## config.mk

```make
export PLATFORM = sky130hd
export DESIGN_NAME = key_matrix_scanner
export DESIGN_NICKNAME = d
export VERILOG_FILES = /design/src/rtl/key_matrix_scanner.sv
export SDC_FILE = /design/constraint.sdc
export NUM_CORES = 1
export LEC_CHECK = 0
export BUFFER_PORTS_ARGS = -buffer_cell sky130_fd_sc_hd__buf_2
export CORE_MARGIN = 8
export CORE_UTILIZATION = 42
export CTS_BUF_LIST = sky130_fd_sc_hd__clkbuf_4 sky130_fd_sc_hd__clkbuf_8
export DETAILED_ROUTE_END_ITERATION = 12
export SYNTH_ARGS = -nofsm -noshare
export SYNTH_HDL_FRONTEND = slang
export SYNTH_SLANG_ARGS = --single-unit
```

## constraint.sdc

```tcl
create_clock -name i_clk -period 3.8 [get_ports i_clk]
set_input_delay 0.38 -clock i_clk [delete_from_list [all_inputs] [get_ports i_clk]]
set_output_delay 0.38 -clock i_clk [all_outputs]
set_load 0.02 [all_outputs]
```

## src/rtl/key_matrix_scanner.sv

```systemverilog
// key_matrix_scanner: drives one active-low row at a time, samples the columns and debounces every key.
// Latency: row period SETTLE_CYCLES+1+COLS cycles; a key changes state after DEBOUNCE_SCANS differing frames.
// Backpressure: none; events are one-cycle pulses serialized one column per REPORT cycle, so none are dropped.
module key_matrix_scanner #(
    parameter int ROWS           = 6,
    parameter int COLS           = 6,
    parameter int SETTLE_CYCLES  = 64,
    parameter int DEBOUNCE_SCANS = 4
) (
    input  logic                 i_clk,
    input  logic                 i_rst,
    output logic [ROWS-1:0]      o_GPIO_ROW,
    input  logic [COLS-1:0]      i_GPIO_COL,
    output logic [ROWS*COLS-1:0] o_sound_number,
    output logic                 o_key_event,
    output logic [5:0]           o_key_index,
    output logic                 o_key_press,
    output logic                 o_scan_done
);
    localparam int NKEYS = ROWS * COLS;
    localparam int RW    = (ROWS > 1) ? $clog2(ROWS) : 1;
    localparam int CLW   = (COLS > 1) ? $clog2(COLS) : 1;
    localparam int SW    = $clog2(SETTLE_CYCLES);
    localparam int CW    = $clog2(DEBOUNCE_SCANS + 1);

    localparam logic [RW-1:0]  LAST_ROW    = RW'(ROWS - 1);
    localparam logic [CLW-1:0] LAST_COL    = CLW'(COLS - 1);
    localparam logic [SW-1:0]  LAST_SETTLE = SW'(SETTLE_CYCLES - 1);

    typedef enum logic [1:0] {
        ST_SETTLE = 2'd0,
        ST_SAMPLE = 2'd1,
        ST_REPORT = 2'd2
    } state_t;

    state_t           state_q, state_d;
    logic [RW-1:0]    row_idx_q, row_idx_d;
    logic [CLW-1:0]   col_q, col_d;
    logic [SW-1:0]    settle_q, settle_d;
    logic [COLS-1:0]  sync1_q, sync2_q;
    logic [NKEYS-1:0] stable_q, stable_d;
    logic [NKEYS-1:0] changed_q, changed_d;
    logic [CW-1:0]    cnt_q [NKEYS];
    logic [CW-1:0]    cnt_d [NKEYS];
    logic [ROWS-1:0]  gpio_row_q, gpio_row_d;
    logic             key_event_q, key_event_d;
    logic [5:0]       key_index_q, key_index_d;
    logic             key_press_q, key_press_d;
    logic             scan_done_q, scan_done_d;

    logic [COLS-1:0]  col_raw;
    logic [NKEYS-1:0] key_raw;
    logic [NKEYS-1:0] key_in_row;

    // Columns are pulled up, so a closed contact reads as a synchronized 0.
    assign col_raw = ~sync2_q;

    // Per-key view of the current row: its raw column level and whether it belongs to row_idx_q.
    for (genvar g = 0; g < NKEYS; g++) begin : g_key
        assign key_raw[g]    = col_raw[g % COLS];
        assign key_in_row[g] = (row_idx_q == RW'(g / COLS));
    end

    // State register, synchronizer and all registered outputs.
    always_ff @(posedge i_clk) begin
        if (i_rst) begin
            state_q     <= ST_SETTLE;
            row_idx_q   <= '0;
            col_q       <= '0;
            settle_q    <= '0;
            sync1_q     <= '1;
            sync2_q     <= '1;
            stable_q    <= '0;
            changed_q   <= '0;
            for (int k = 0; k < NKEYS; k++) begin
                cnt_q[k] <= '0;
            end
            gpio_row_q  <= '1;
            key_event_q <= 1'b0;
            key_index_q <= '0;
            key_press_q <= 1'b0;
            scan_done_q <= 1'b0;
        end else begin
            state_q     <= state_d;
            row_idx_q   <= row_idx_d;
            col_q       <= col_d;
            settle_q    <= settle_d;
            sync1_q     <= i_GPIO_COL;
            sync2_q     <= sync1_q;
            stable_q    <= stable_d;
            changed_q   <= changed_d;
            cnt_q       <= cnt_d;
            gpio_row_q  <= gpio_row_d;
            key_event_q <= key_event_d;
            key_index_q <= key_index_d;
            key_press_q <= key_press_d;
            scan_done_q <= scan_done_d;
        end
    end

    // Sequencer: SETTLE counts while the row is actually driven, then one SAMPLE, then COLS REPORT cycles.
    // Right after reset the row register is still all ones, so the settle count waits one cycle for the drive.
    always_comb begin
        state_d   = state_q;
        row_idx_d = row_idx_q;
        col_d     = col_q;
        settle_d  = settle_q;
        case (state_q)
            ST_SETTLE: begin
                if (!(&gpio_row_q)) begin
                    if (settle_q == LAST_SETTLE) begin
                        settle_d = '0;
                        state_d  = ST_SAMPLE;
                    end else begin
                        settle_d = settle_q + 1'b1;
                    end
                end
            end
            ST_SAMPLE: begin
                col_d   = '0;
                state_d = ST_REPORT;
            end
            ST_REPORT: begin
                if (col_q == LAST_COL) begin
                    col_d     = '0;
                    state_d   = ST_SETTLE;
                    row_idx_d = (row_idx_q == LAST_ROW) ? '0 : row_idx_q + 1'b1;
                end else begin
                    col_d = col_q + 1'b1;
                end
            end
            default: begin
                state_d = ST_SETTLE;
            end
        endcase
    end

    // Debounce update for the keys of the current row, applied only in the SAMPLE cycle.
    always_comb begin
        stable_d  = stable_q;
        changed_d = changed_q;
        cnt_d     = cnt_q;
        if (state_q == ST_SAMPLE) begin
            for (int k = 0; k < NKEYS; k++) begin
                if (key_in_row[k]) begin
                    if (key_raw[k] == stable_q[k]) begin
                        cnt_d[k]     = '0;
                        changed_d[k] = 1'b0;
                    end else if (int'(cnt_q[k]) + 1 == DEBOUNCE_SCANS) begin
                        stable_d[k]  = key_raw[k];
                        cnt_d[k]     = '0;
                        changed_d[k] = 1'b1;
                    end else begin
                        cnt_d[k]     = cnt_q[k] + 1'b1;
                        changed_d[k] = 1'b0;
                    end
                end
            end
        end
    end

    // Registered outputs follow the next state: row drive, one event per REPORT column, end-of-frame pulse.
    always_comb begin
        gpio_row_d  = '1;
        key_event_d = 1'b0;
        key_index_d = key_index_q;
        key_press_d = key_press_q;
        scan_done_d = 1'b0;
        if (state_d != ST_REPORT) begin
            gpio_row_d = ~(ROWS'(1) << row_idx_d);
        end else begin
            for (int k = 0; k < NKEYS; k++) begin
                if (key_in_row[k] && (col_d == CLW'(k % COLS)) && changed_d[k]) begin
                    key_event_d = 1'b1;
                    key_index_d = 6'(k);
                    key_press_d = stable_d[k];
                end
            end
            scan_done_d = (col_d == LAST_COL) && (row_idx_d == LAST_ROW);
        end
    end

    assign o_GPIO_ROW     = gpio_row_q;
    assign o_sound_number = stable_q;
    assign o_key_event    = key_event_q;
    assign o_key_index    = key_index_q;
    assign o_key_press    = key_press_q;
    assign o_scan_done    = scan_done_q;

endmodule

```

Word level (Yosys, flattened, before mapping)
Index checks and enable logic that the tools add are counted.
- register bits after elaboration: 221
- input bits: 8
- output and inout port bits: 51
- word-level logic and storage cells: 713
- equal/unequal tests: 88
- reduce and logical (&&, ||, !) cells: 88
- $add $sub $neg: 75
- shift-type cells: 1
- bitwise logic cells: 4
- mux-type cells: 408
- operators with widths (cell ; number):
    $mux W1 ; 288
    $mux W3 ; 76
    $mux W6 ; 37
    $add A3 B1 Y4 const B ; 36
    $eq A4 B3 Y1 const B ; 36
    $add A3 B1 Y3 const B ; 38
    $logic_and A1 B1 Y1 ; 73
    $mux W36 ; 2
    $eq A1 B1 Y1 ; 36
    $reduce_bool A36 Y1 ; 1
    $eq A3 B3 Y1 const B ; 6
    $reduce_and A2 Y1 ; 8
    $eq A3 B2 Y1 const B ; 4
    $not A6 Y6 ; 2
    $add A6 B1 Y6 const B ; 1
    $eq A3 B1 Y1 const B ; 2
    $eq A6 B6 Y1 const B ; 1
    $logic_not A3 Y1 ; 2
    $mux W2 ; 3
    $pmux W2 S3 ; 1
    $pmux W3 S2 ; 1
    $reduce_and A6 Y1 ; 1
    $shl A1 B3 Y6 const A ; 1
    $reduce_or A2 Y1 ; 2
    5 further kinds ; 6

Longest topological paths before layout
- word-level depth: 43
- depth in mapped cells: 16

Worst setup path after synthesis
No wires, ideal clock.
- path type: flip-flop to flip-flop
- from: reg state_q[1]
- to: reg key_index_q[2], in the netlist o_key_index[2]
- stages on the path, launching flop included: 14
- data arrival time: 2.728 ns
- setup time: 0.114 ns
- setup slack: 0.958 ns
- cells stage by stage: dfxtp_1 inv_1 ha_1 and3b_1 nor2_1 nor2b_1 and3_1 a31oi_1 nor3b_1 and4_1 a31oi_2 buf_4 and2b_1 a21o_1
- cells in the longest elaborated chain, start to end: 40
- ends and longest elaborated chain (element ; line ; text):
    from (decl) ; 36 ; state_t state_q, state_d;
    from (signal assigned) ; 84 ; state_q <= state_d;
    $eq A2 B2 Y1 / $eq A2 B1 Y1 (equally long branches) ; 108, 143 ;
    $pmux W3 S2 ; 108 ; case (state_q)
    $eq A3 B1 Y1 ; 173 ; if (key_in_row[k] && (col_d == CLW'(k % COLS)) && changed_d[k]) begin
    $logic_and A1 B1 Y1 (2 in a row) ; 173 ;
    $mux W6 (35 in a row) ; 173 ;
    to (signal assigned) ; 95 ; key_index_q <= key_index_d;
    to (decl) ; 47 ; logic [5:0] key_index_q, key_index_d;
Several ways; a longest one is shown, not always the timed one.
A chain may end at the register's enable or synchronous reset.

Final worst setup path
- from: reg state_q[1]
- to: reg key_press_q, in the netlist o_key_press
- cells in the longest elaborated chain, start to end: 40
- ends and longest elaborated chain (element ; line ; text):
    $eq A2 B2 Y1 / $eq A2 B1 Y1 (equally long branches) ; 108, 143 ;
    $pmux W3 S2 ; 108 ;
    $eq A3 B1 Y1 ; 173 ;
    $logic_and A1 B1 Y1 (2 in a row) ; 173 ;
    $mux W1 (35 in a row) ; 173 ;
    to (signal assigned) ; 96 ; key_press_q <= key_press_d;
    to (decl) ; 48 ; logic key_press_q, key_press_d;
Several ways; a longest one is shown, not always the timed one. The select of a mux whose other input is x is not followed.

==> results.cfg <==
[critical_path]
r2r-end = o_key_press
path_max_fanout = 9
worstPathRequired_ns = 4.25
cp.arrival_ns = 3.94
cp-end-kind = flip-flop
crit_path_start_kind = flip-flop
rr_worst_depth = 12
reg2reg_from = state_q[1]
crit_type = reg2reg
rrSetupSlack_ns = 0.31

[worst_hold_path]
hold_path.class = in2reg
hold_path_depth = 2
hp-start = i_GPIO_COL[2]
hold_end = sync1_q[2]

[timing]
slew_viol_final = 0
fin_crit_ns = 3.49
fin_crit_sh_pct = 91.9
fmax_mhz = 286
worst_pin_slew_ns = 0.903
fin_skew_ns = 0.0331
slew_headroom_pct = 39.6
setup_viol = 0
tns_ns = 0
rsz0062_at_grt = no
hold_viol = 0

[layout]
antenna_cells = 0
mostFrequentLayoutCells = dfxtp_1, nor2_1, nand2_1
area_delta_synth_final_pct = 13.8
drive_above_1_share_pct = 13.7
final_common_cell = dfxtp_1
fill_cells = 2815
postLayoutCellArea_um2 = 13900
nets = 1634
finalNonFillerCells = 1965

[clock_network]
cts_root_buf = clkbuf_8
cts_sinks = 221
cts_max_level = 2
cts_tree = yes
clock_latency_ns = 0.55
postCtsSetupBuffers = 0
cts.path.max_buffers = 3
cts_buffers = 41
clk_pin_slew_ns = 0.07

[power]
swShare_pct = 22.5
p_leak_nw = 5.71
p_total_mw = 4.93
internal_power_mw = 3.82
seq_power_share_pct = 47.5
clkPwrFrac_pct = 50.3
power_density_nw_per_um2 = 354
comb_power_share_pct = 2.2
ir_drop_uv = 211
p_sw_mw = 1.11

[drt]
drtIter0Drc = 692
viasPerCell = 5.47
drc = 0
totalWireLength_um = 33300
detailroute.via_count = 10750
wl_per_cell_um = 16.9
postRouteAntennaNets = 0
drt_pass1_iterations = 5

[yosys]
syn-cell-area_um2 = 12200
synth_cells = 1479
async_reset_ff_share_pct = 0
ys_types = 85
avgSynthCellArea_um2 = 8.27
ys_seq_elements = 221
syn-num-nets = 1559
synth_ff_type = dfxtp_1
synth_edf_count = 0
yosys_warnings = 0
seq_area_frac_synth_pct = 36.2

[place]
dpl-instance-area_um2 = 13000
port_buffers = 58
dp_cells = 1892
gp_congestion = 0.931
dp_hpwl_um = 23700

[global_route]
grt_pass1_wl_um = 53300
grt_use_total_pct = 18.3
first_global_vias = 9995
overflow = 0
grt_max_degree = 115
antenna_found_initial = 0

[status]
status = completed

[die]
die_h_um = 187
core_um2 = 28700
start_util_pct = 42.6
io_pins = 59
dieWidth_um = 187
rows = 62
dieArea_um2 = 34900

[flow_run]
cap_violations = 0
power groups by stage:
stage / Clock, mW / Sequential [mW] / Combinational, mW
final: 2.48 / 2.34 / 0.111
after global routing: 2.65 / 2.34 / 0.121
after CTS: 2.55 / 2.34 / 0.112
after detailed placement: 0 / 2.39 / 0.109
after global placement: 0 / 2.39 / 0.108
after floorplan: 0 / 2.38 / 0.0760
sequential cells by signal, indices dropped and copies added (netlist names):
register / count
settle_q: 6
o_scan_done: 1
o_key_event: 1
col_q: 3
sync1_q: 6
changed_q: 36
cnt_q: 108
state_q: 2
o_key_index: 6
o_key_press: 1
sync2_q: 6
o_sound_number: 36
row_idx_q: 3
o_GPIO_ROW: 6
timing repair:
| item | in CTS | in global routing |
|---|---|---|
| hold endpoints to repair | 3 | 0 |
| endpoints found under the setup margin | 0 | 0 |
| resized for setup | 0 | 0 |
| hold buffers | 3 | 0 |
cells by family after synthesis:
family,count (synthesis),share of synthesized area (%)
AOI/OAI and AO/OA,308,17.2
DFF,221,36.2
muxes,47,3.92
buffers and inverters,92,3.37
and+or+nand+nor,693,28.7
adders and majority gates,72,7.36
xor gates and xnor gates,46,3.29
critical path, cell delays in order (launching register included):
cell       delay (ns)
dfxtp_1          0.42
inv_1            0.09
ha_1             0.45
nor2_1           0.13
a22oi_2          0.46
nor3_1           0.18
a22o_1           0.24
a211o_1          0.28
nor4_2           0.21
o31ai_1          0.14
a2111oi_1        0.51
nor4bb_1         0.11
o21ba_1          0.20
metal layers:
| metal | global-route usage [%] | vias to the layer above | wire length [um] |
|---|---|---|---|
| met2 | 28.6 | 256 | 14500 |
| met1 | 25.4 | 5043 | 16100 |
| met4 | 5.77 | 0 | 834 |
| li1 | - | 5391 | - |
| met5 | 0 | - | 0 |
| met3 | 3.15 | 60 | 1860 |
metrics by stage:
step                setup slack [ns]  util (%)  hold WS [ns]
floorplan                      0.958         -         0.389
global placement               0.340      45.3         0.397
detailed placement             0.321      45.3         0.395
CTS                            0.330      48.5       0.00533
global route                   0.108      48.5        0.0162
finish                         0.307      48.5        0.0312
area by class of cell:
class / count / area [um^2] / share of cell area, %
clock buffer: 63 / 798 / 5.73
clock inverter: 7 / 87.6 / 0.629
inverter: 23 / 86.3 / 0.620
multi-input combinational: 1166 / 7410 / 53.2
sequential: 221 / 4420 / 31.8
tap: 384 / 480 / 3.45
timing repair buffer: 101 / 639 / 4.59
worst max path at each step:
stage | startpoint | end | slack, ns | depth (start not counted)
4_1_cts | state_q[1] | o_key_press | 0.33 | 12
6_report | state_q[1] | o_key_press | 0.31 | 12
3_5_place_dp | state_q[1] | o_key_press | 0.32 | 12
3_3_place_gp | state_q[1] | o_key_press | 0.34 | 12
2_1_floorplan | state_q[1] | o_key_index[2] | 0.96 | 13
5_1_grt | state_q[1] | o_key_press | 0.11 | 11
Yosys cell counts, types with 5 or more instances:
cell type	instances	area share (%)
dfxtp_1	221	36
nor2_1	206	6.3
nand2_1	142	4.4
a21oi_1	88	3.6
ha_1	72	7.4
nor2b_1	72	3.7
nand3_1	51	2.1
a22oi_1	50	3.1
nor3_1	50	2.0
clkbuf_1	44	1.3
mux2i_1	40	3.3
o21ai_0	35	1.4
nand2b_1	32	1.6
and2_1	31	1.6
xor2_1	26	1.9
inv_1	21	0.64
xnor2_1	20	1.4
a32oi_1	19	1.4
nor3b_1	16	0.98
buf_2	14	0.57
or2_2	14	0.72
a21o_1	13	0.80
and3_1	13	0.66
o2bb2ai_1	13	0.93
nand4_1	12	0.61
or3_1	11	0.56
a21bo_2	10	0.82
o31ai_1	9	0.55
a31oi_1	7	0.36
and3b_1	7	0.50
mux2_2	7	0.64
o21ai_1	7	0.29
o21a_1	6	0.37
a211oi_1	5	0.31
buf_6	5	0.46
nand3b_1	5	0.31
o22ai_1	5	0.26
or4_1	5	0.31
Note: power is estimated with default switching activity, not from simulation.
